==> src/rtl/pixel_scheduler.sv <==
// pixel_scheduler: walks a frame in raster order, hands pixel coordinates to a pool of
// iterator slots and serialises their results. Define FRAME_CYCLE_COUNT_EN to add frame_cycles.
//
// state | meaning
// IDLE  | waiting for start; all slots FREE
// RUN   | dispatching pixels to FREE slots, draining DONE slots to the write port
// DRAIN | last pixel dispatched; waiting for every slot to be written back
module pixel_scheduler #(
   parameter int NUM_ITER = 4,
   parameter int H_RES    = 640,
   parameter int V_RES    = 480
) (
   input  logic                   clk,
   input  logic                   rst,
   input  logic                   start,
   input  logic [26:0]            cr_min,
   input  logic [26:0]            ci_max,
   input  logic [26:0]            step,
   input  logic [31:0]            max_iterations,
   output logic [NUM_ITER*32-1:0] iter_max_iterations,
   output logic [NUM_ITER-1:0]    iter_rst,
   output logic [NUM_ITER*27-1:0] iter_cr,
   output logic [NUM_ITER*27-1:0] iter_ci,
   input  logic [NUM_ITER-1:0]    iter_done,
   input  logic [NUM_ITER*32-1:0] iter_count,
   output logic                   wr_valid,
   input  logic                   wr_ready,
   output logic [18:0]            wr_addr,
   output logic [31:0]            wr_data,
   output logic                   busy,
   output logic                   frame_done
`ifdef FRAME_CYCLE_COUNT_EN
   ,
   output logic [31:0]            frame_cycles
`endif
);

   localparam int SW = (NUM_ITER > 1) ? $clog2(NUM_ITER) : 1;
   localparam int XW = (H_RES > 1) ? $clog2(H_RES) : 1;
   localparam int YW = (V_RES > 1) ? $clog2(V_RES) : 1;

   typedef enum logic [1:0] {S_IDLE, S_RUN, S_DRAIN} state_t;
   typedef enum logic [1:0] {SL_FREE, SL_BUSY, SL_DONE} slot_t;

   state_t r_state, w_state_nxt;
   slot_t  r_slot [NUM_ITER];
   logic [18:0] r_slot_addr [NUM_ITER];
   logic [NUM_ITER-1:0]    r_iter_rst;
   logic [NUM_ITER-1:0]    r_fresh;
   logic [NUM_ITER*27-1:0] r_iter_cr, r_iter_ci;

   logic [26:0]   r_cr, r_ci, r_cr_min, r_step;
   logic [XW-1:0] r_x;
   logic [YW-1:0] r_y;
   logic [18:0]   r_pix;

   logic          r_wr_valid;
   logic [18:0]   r_wr_addr;
   logic [31:0]   r_wr_data;
   logic [SW-1:0] r_wr_slot;
   logic [SW-1:0] r_rr_ptr;

   logic          w_free_any, w_disp, w_last, w_all_free;
   logic [SW-1:0] w_disp_slot;
   logic          w_grant_any, w_grant, w_accept, w_start_ok;
   logic [SW-1:0] w_grant_slot;

   // lowest-index FREE slot wins dispatch
   always_comb begin
      w_free_any  = 1'b0;
      w_disp_slot = '0;
      w_all_free  = 1'b1;
      for (int i = NUM_ITER - 1; i >= 0; i--) begin
         if (r_slot[i] == SL_FREE) begin
            w_free_any  = 1'b1;
            w_disp_slot = SW'(i);
         end else begin
            w_all_free = 1'b0;
         end
      end
   end

   // round-robin search starting just after the last granted slot
   always_comb begin
      w_grant_any  = 1'b0;
      w_grant_slot = '0;
      for (int k = NUM_ITER; k >= 1; k--) begin
         if (r_slot[(int'(r_rr_ptr) + k) % NUM_ITER] == SL_DONE) begin
            w_grant_any  = 1'b1;
            w_grant_slot = SW'((int'(r_rr_ptr) + k) % NUM_ITER);
         end
      end
   end

   assign w_start_ok = (r_state == S_IDLE) && start;
   assign w_disp     = (r_state == S_RUN) && w_free_any;
   assign w_last     = (r_x == XW'(H_RES - 1)) && (r_y == YW'(V_RES - 1));
   assign w_grant    = !r_wr_valid && w_grant_any;
   assign w_accept   = r_wr_valid && wr_ready;

   always_comb begin
      w_state_nxt = r_state;
      frame_done  = 1'b0;
      case (r_state)
         S_IDLE:  if (start) w_state_nxt = S_RUN;
         S_RUN:   if (w_disp && w_last) w_state_nxt = S_DRAIN;
         S_DRAIN: begin
            if (w_all_free && !r_wr_valid) begin
               w_state_nxt = S_IDLE;
               frame_done  = 1'b1;
            end
         end
         default: w_state_nxt = S_IDLE;
      endcase
   end

   always_ff @(posedge clk) begin
      if (rst) begin
         r_state    <= S_IDLE;
         r_iter_rst <= '1;
         r_fresh    <= '0;
         r_iter_cr  <= '0;
         r_iter_ci  <= '0;
         for (int i = 0; i < NUM_ITER; i++) begin
            r_slot[i]      <= SL_FREE;
            r_slot_addr[i] <= '0;
         end
         r_cr       <= '0;
         r_ci       <= '0;
         r_cr_min   <= '0;
         r_step     <= '0;
         r_x        <= '0;
         r_y        <= '0;
         r_pix      <= '0;
         r_wr_valid <= 1'b0;
         r_wr_addr  <= '0;
         r_wr_data  <= '0;
         r_wr_slot  <= '0;
         r_rr_ptr   <= '0;
      end else begin
         r_state <= w_state_nxt;

         if (w_start_ok) begin
            r_cr     <= cr_min;
            r_ci     <= ci_max;
            r_cr_min <= cr_min;
            r_step   <= step;
            r_x      <= '0;
            r_y      <= '0;
            r_pix    <= '0;
         end else if (w_disp) begin
            r_pix <= r_pix + 1'b1;
            if (r_x == XW'(H_RES - 1)) begin
               r_x  <= '0;
               r_cr <= r_cr_min;
               r_y  <= r_y + 1'b1;
               r_ci <= r_ci - r_step;
            end else begin
               r_x  <= r_x + 1'b1;
               r_cr <= r_cr + r_step;
            end
         end

         for (int i = 0; i < NUM_ITER; i++) begin
            case (r_slot[i])
               SL_FREE: begin
                  if (w_disp && (w_disp_slot == SW'(i))) begin
                     r_slot[i]            <= SL_BUSY;
                     r_iter_rst[i]        <= 1'b0;
                     r_fresh[i]           <= 1'b1;
                     r_slot_addr[i]       <= r_pix;
                     r_iter_cr[i*27 +: 27] <= r_cr;
                     r_iter_ci[i*27 +: 27] <= r_ci;
                  end
               end
               SL_BUSY: begin
                  // the iterator's done may still be stale in its first cycle out of reset
                  r_fresh[i] <= 1'b0;
                  if (iter_done[i] && !r_fresh[i]) r_slot[i] <= SL_DONE;
               end
               SL_DONE: begin
                  if (w_accept && (r_wr_slot == SW'(i))) begin
                     r_slot[i]     <= SL_FREE;
                     r_iter_rst[i] <= 1'b1;
                  end
               end
               default: r_slot[i] <= SL_FREE;
            endcase
         end

         if (w_grant) begin
            r_wr_valid <= 1'b1;
            r_wr_slot  <= w_grant_slot;
            r_rr_ptr   <= w_grant_slot;
            r_wr_addr  <= r_slot_addr[w_grant_slot];
            r_wr_data  <= iter_count[int'(w_grant_slot)*32 +: 32];
         end else if (w_accept) begin
            r_wr_valid <= 1'b0;
         end
      end
   end

`ifdef FRAME_CYCLE_COUNT_EN
   logic [31:0] r_frame_cycles;

   always_ff @(posedge clk) begin
      if (rst)                   r_frame_cycles <= '0;
      else if (w_start_ok)       r_frame_cycles <= '0;
      else if (r_state != S_IDLE) r_frame_cycles <= r_frame_cycles + 1'b1;
   end

   assign frame_cycles = r_frame_cycles;
`endif

   assign iter_max_iterations = {NUM_ITER{max_iterations}};
   assign iter_rst  = r_iter_rst;
   assign iter_cr   = r_iter_cr;
   assign iter_ci   = r_iter_ci;
   assign wr_valid  = r_wr_valid;
   assign wr_addr   = r_wr_addr;
   assign wr_data   = r_wr_data;
   assign busy      = (r_state != S_IDLE);

endmodule

==> config.mk <==
export PLATFORM = sky130hd
export DESIGN_NAME = pixel_scheduler
export DESIGN_NICKNAME = d
export VERILOG_FILES = /design/src/rtl/pixel_scheduler.sv
export SDC_FILE = /design/constraint.sdc
export NUM_CORES = 1
export LEC_CHECK = 0
export ABC_AREA = 1
export BUFFER_PORTS_ARGS = -buffer_cell sky130_fd_sc_hd__buf_4
export CAP_MARGIN = 10
export CORE_AREA = 4 4 248 250
export CTS_CLUSTER_DIAMETER = 200
export CTS_CLUSTER_SIZE = 24
export DETAILED_ROUTE_END_ITERATION = 7
export DIE_AREA = 0 0 252 254
export HOLD_SLACK_MARGIN = 0.06
export MAX_ROUTING_LAYER = met4
export PLACE_DENSITY = 0.66
export SYNTH_ARGS = -nofsm -noshare
export SYNTH_HDL_FRONTEND = slang
export SYNTH_SLANG_ARGS = --single-unit
==> constraint.sdc <==
create_clock -name clk -period 2.82 [get_ports clk]
set_input_delay 0.564 -clock clk [delete_from_list [all_inputs] [get_ports clk]]
set_output_delay 0.564 -clock clk [all_outputs]
set_load 0.05 [all_outputs]
==> flow_summary.yaml <==
detailed_routing:
  highest-signal-layer: "met4"
  drt_pre_antenna_iters: 6
  via_count: 23392
  post-route-drc-count: 0
  first_iter_violations: 1895
  routedWlPerCell_um: 19.7
  detail_route.wirelength_mm: 87.6
  drtAntennaViolNets: 0
  detailroute.wirelength.met3_mm: 6.85
  via_per_instance_ratio: 5.26
  detailroute.wirelength.met2_mm: 41.5
  met1_length_mm: 36.2
setup_path:
  critPathCaptureType: "output pin"
  cp_slowest_stage_delay_ns: 0.47
  worstPathRequired_ns: 2.26
  r2r_end: "r_ci[18]$_SDFFE_PP0P_"
  worst_setup_path_startpoint: "r_slot[0][1]$_SDFFCE_PP0P_"
  cp_cell_sequence: "nor2_4 > inv_1 > nor3_2 > nand3_2 > nor3_4 > buf_6"
  crit_fanout: 4
  endpoint: "frame_done"
  r2r_cells: 16
  r2r_slack_ns: 0.31
  slowest_cell_on_crit_path: "sky130_fd_sc_hd__edfxtp_1"
  r2r_start: "r_ci[0]$_SDFFE_PP0P_"
  crit_type: "flip-flop to output pin"
  critPathLaunchType: "flip-flop"
  worst_ep_arrival_time_ns: 2.16
timing:
  final_setup_vio_count: 0
  hold_ws_ns: 0.203
  finalHoldViolations: 0
  maxSlewViolCount: 0
  max-slew-margin-rel: 0.522
  period_share: 0.965
  fmaxAchievable_mhz: 368
  post-route-min-period_ns: 2.72
  tightestPinTransition_ns: 0.715
  worst_clock_skew_ns: 0.0250
synthesis:
  postSynthCellCount: 3388
  yosys.cell_types.count: 48
  postSynthNetCount: 3698
  netlist_area_um2: 25100
  synthMuxAreaShare: 0
  synth-seq-cells: 512
  post-synth-top-area-fraction: 0.342
  synth.yosys.seq_area_share: 0.442
  async_flop_share: 0
  post_synth_main_area_contributors: "sky130_fd_sc_hd__dfxtp_1 (34%), sky130_fd_sc_hd__nand2_1 (11%), sky130_fd_sc_hd__edfxtp_1 (10%), sky130_fd_sc_hd__o21ai_0 (7.5%), sky130_fd_sc_hd__nand3_1 (7.2%)"
  synthXorXnorAreaFrac: 0.0122
  post_synth_and_or_nand_nor_area_fraction: 0.258
  synth.yosys.warnings: 0
  syn_area_per_cell_um2: 7.40
  synthDominantAreaCellType: "sky130_fd_sc_hd__dfxtp_1"
  synthAdderAreaFrac: 0.0310
  yosys_most_used_dff: "sky130_fd_sc_hd__dfxtp_1"
  complex_gate_fraction_of_the_synthesized_area: 0.133
  synth_edf_count: 84
  synth_top_family_by_area: "simple AND/OR/NAND/NOR gates"
clocking:
  worstSkewPairLatency_ns: 0.59
  clk_path_buf_depth: 3
  cts_hold_buffers: 0
  clock_sink_count: 512
  number_of_cts_inserted_buffers: 25
  ctsHtreeMaxLevel: 1
  tritoncts: "done"
  clkTransAtPathRegs_ns: 0.10
  clockRootBuffer: "sky130_fd_sc_hd__clkbuf_16"
global_route:
  vias_in_the_first_global_route: 21839
  grt.total_usage: 0.265
  grt_antenna_before_repair: 4
  global_route.overflow_total: 0
  grt_start_max_net_pins: 97
  grt_first_pass_wirelength_mm: 130
floorplan:
  ioPinCount: 651
  start_util: 0.425
  core_um2: 59000
  die_x_um: 252
  y_dimension_of_the_die_um: 254
  die-area_um2: 64000
  num_rows: 89
min_path:
  hold_path_startpoint: "cr_min[18]"
  hp-class: "input port to flip-flop"
job:
  maxCapViolCount: 0
power:
  irDropWorstVdd_v: 0.00110
  cellLeakagePower_nw: 13.4
  pwr_density_cell_nw_per_um2: 816
  total_power_mw: 24.0
final_layout:
  final_core_util: 0.498
  finish.net_count: 3970
  final_layout_size_suffix_gt1_frac: 0.171
  area_added_between_synthesis_and_finish_pct: 17.2
placed_design:
  placement.io_buffers: 490
  post-dp-hpwl_mm: 64.3
  gpl.final_weighted_congestion: 0.979
run_status:
  outcome: "finished clean"
critical path, delay by kind of cell (launching register included):
family	cells	cell delay, ns
buffers and inverters	2	0.31
AND/OR/NAND/NOR	4	0.79
flip-flops	1	0.47
flip-flops by register name (all words and copies together) (netlist names), named ones only:
register and count:
r_y 9, r_cr 27, iter_rst 4, iter_ci 108, r_rr_ptr 2, r_slot 8
wr_data 32, r_slot_addr 76, r_pix 19, r_fresh 4, iter_cr 108, r_x 10
r_cr_min 27, r_step 27, wr_valid 1, r_ci 27, wr_addr 19, r_state 2
cell families after synthesis:
family,count (synthesis)
compound gates,632
xor+xnor,35
fa+ha+maj,61
buf+inv,667
flops,512
simple gates,1481
through the flow:
stage	cells	setup TNS, ns	worst slack (ns)	instance area (um2)
finish	4443	0	0.0991	29400
global route	4443	-0.0232	-0.0232	29400
CTS	4440	0	0.000491	29300
detailed placement	4404	0	0.180	28600
global placement	4404	0	0.233	28600
floorplan	3388	0	0.216	25100
final cells by class:
cell class / instances / area [um2]
clock buffer: 34 / 659
timing repair buffer: 546 / 4290
fill: 5913 / 29700
clock inverter: 2 / 25.0
multi-input combinational: 2209 / 11000
tap: 773 / 967
inverter: 366 / 1380
antenna: 1 / 2.50
sequential: 512 / 11100
cells in the final DEF (no fill, tap or decap), types with 59 or more instances in the layout:
master | netlist | routed
sky130_fd_sc_hd__dfxtp_1 | 428 | 428
sky130_fd_sc_hd__inv_1 | 357 | 355
sky130_fd_sc_hd__buf_4 | 141 | 530
sky130_fd_sc_hd__o21ai_0 | 377 | 377
sky130_fd_sc_hd__nor2_1 | 273 | 269
sky130_fd_sc_hd__nand2_1 | 707 | 704
sky130_fd_sc_hd__nand3_1 | 360 | 359
sky130_fd_sc_hd__edfxtp_1 | 84 | 84
sky130_fd_sc_hd__ha_1 | 59 | 59
sky130_fd_sc_hd__a21oi_1 | 177 | 177
report_power, final:
group	internal, mW	total (mW)	switching, mW
clock network	1.66	4.07	2.41
registers	8.08	8.59	0.502
logic	3.58	11.3	7.74
total	13.3	24.0	10.6
how the worst min path moves through the flow:
stage / to / slack (ns) / depth (start not counted)
floorplan: r_cr_min[15]$_SDFFE_PP0P_ / 0.43 / 2
global placement: iter_ci[105]$_SDFFE_PP0P_ / 0.44 / 2
detailed placement: iter_ci[26]$_SDFFE_PP0P_ / 0.45 / 2
CTS: r_cr_min[18]$_SDFFE_PP0P_ / 0.18 / 3
global route: r_cr_min[18]$_SDFFE_PP0P_ / 0.20 / 3
finish: r_cr_min[18]$_SDFFE_PP0P_ / 0.20 / 3
routing by layer:
layer	vias to the layer above	global-route usage
met5	-	-
met4	0	0.0840
met3	160	0.0444
met2	943	0.437
met1	10819	0.334
li1	11470	-
Yosys cell counts, types with 6 or more instances:
cell type,instances
sky130_fd_sc_hd__o21ai_2,11
sky130_fd_sc_hd__nand4_1,27
sky130_fd_sc_hd__buf_4,141
sky130_fd_sc_hd__a211oi_1,6
sky130_fd_sc_hd__dfxtp_1,428
sky130_fd_sc_hd__a21oi_1,177
sky130_fd_sc_hd__nor2_1,273
sky130_fd_sc_hd__xor2_1,29
sky130_fd_sc_hd__nor3_1,27
sky130_fd_sc_hd__a31oi_1,11
sky130_fd_sc_hd__nor4_1,7
sky130_fd_sc_hd__nand3_1,360
sky130_fd_sc_hd__edfxtp_1,84
sky130_fd_sc_hd__buf_2,44
sky130_fd_sc_hd__xnor2_1,6
sky130_fd_sc_hd__o21ai_0,377
sky130_fd_sc_hd__nand2_1,707
sky130_fd_sc_hd__inv_2,9
sky130_fd_sc_hd__buf_1,14
sky130_fd_sc_hd__nand2_2,9
sky130_fd_sc_hd__inv_1,357
sky130_fd_sc_hd__nand3b_1,52
sky130_fd_sc_hd__o21bai_1,9
sky130_fd_sc_hd__ha_1,59
sky130_fd_sc_hd__o21ai_1,15
sky130_fd_sc_hd__clkbuf_1,100
what timing repair did:
item | CTS | global route
setup buffers | 0 | 2
pin swaps | 0 | 2
gates resized for setup | 3 | 6
setup endpoints to repair | 1 | 6
Power figures use the tool's default switching activity.
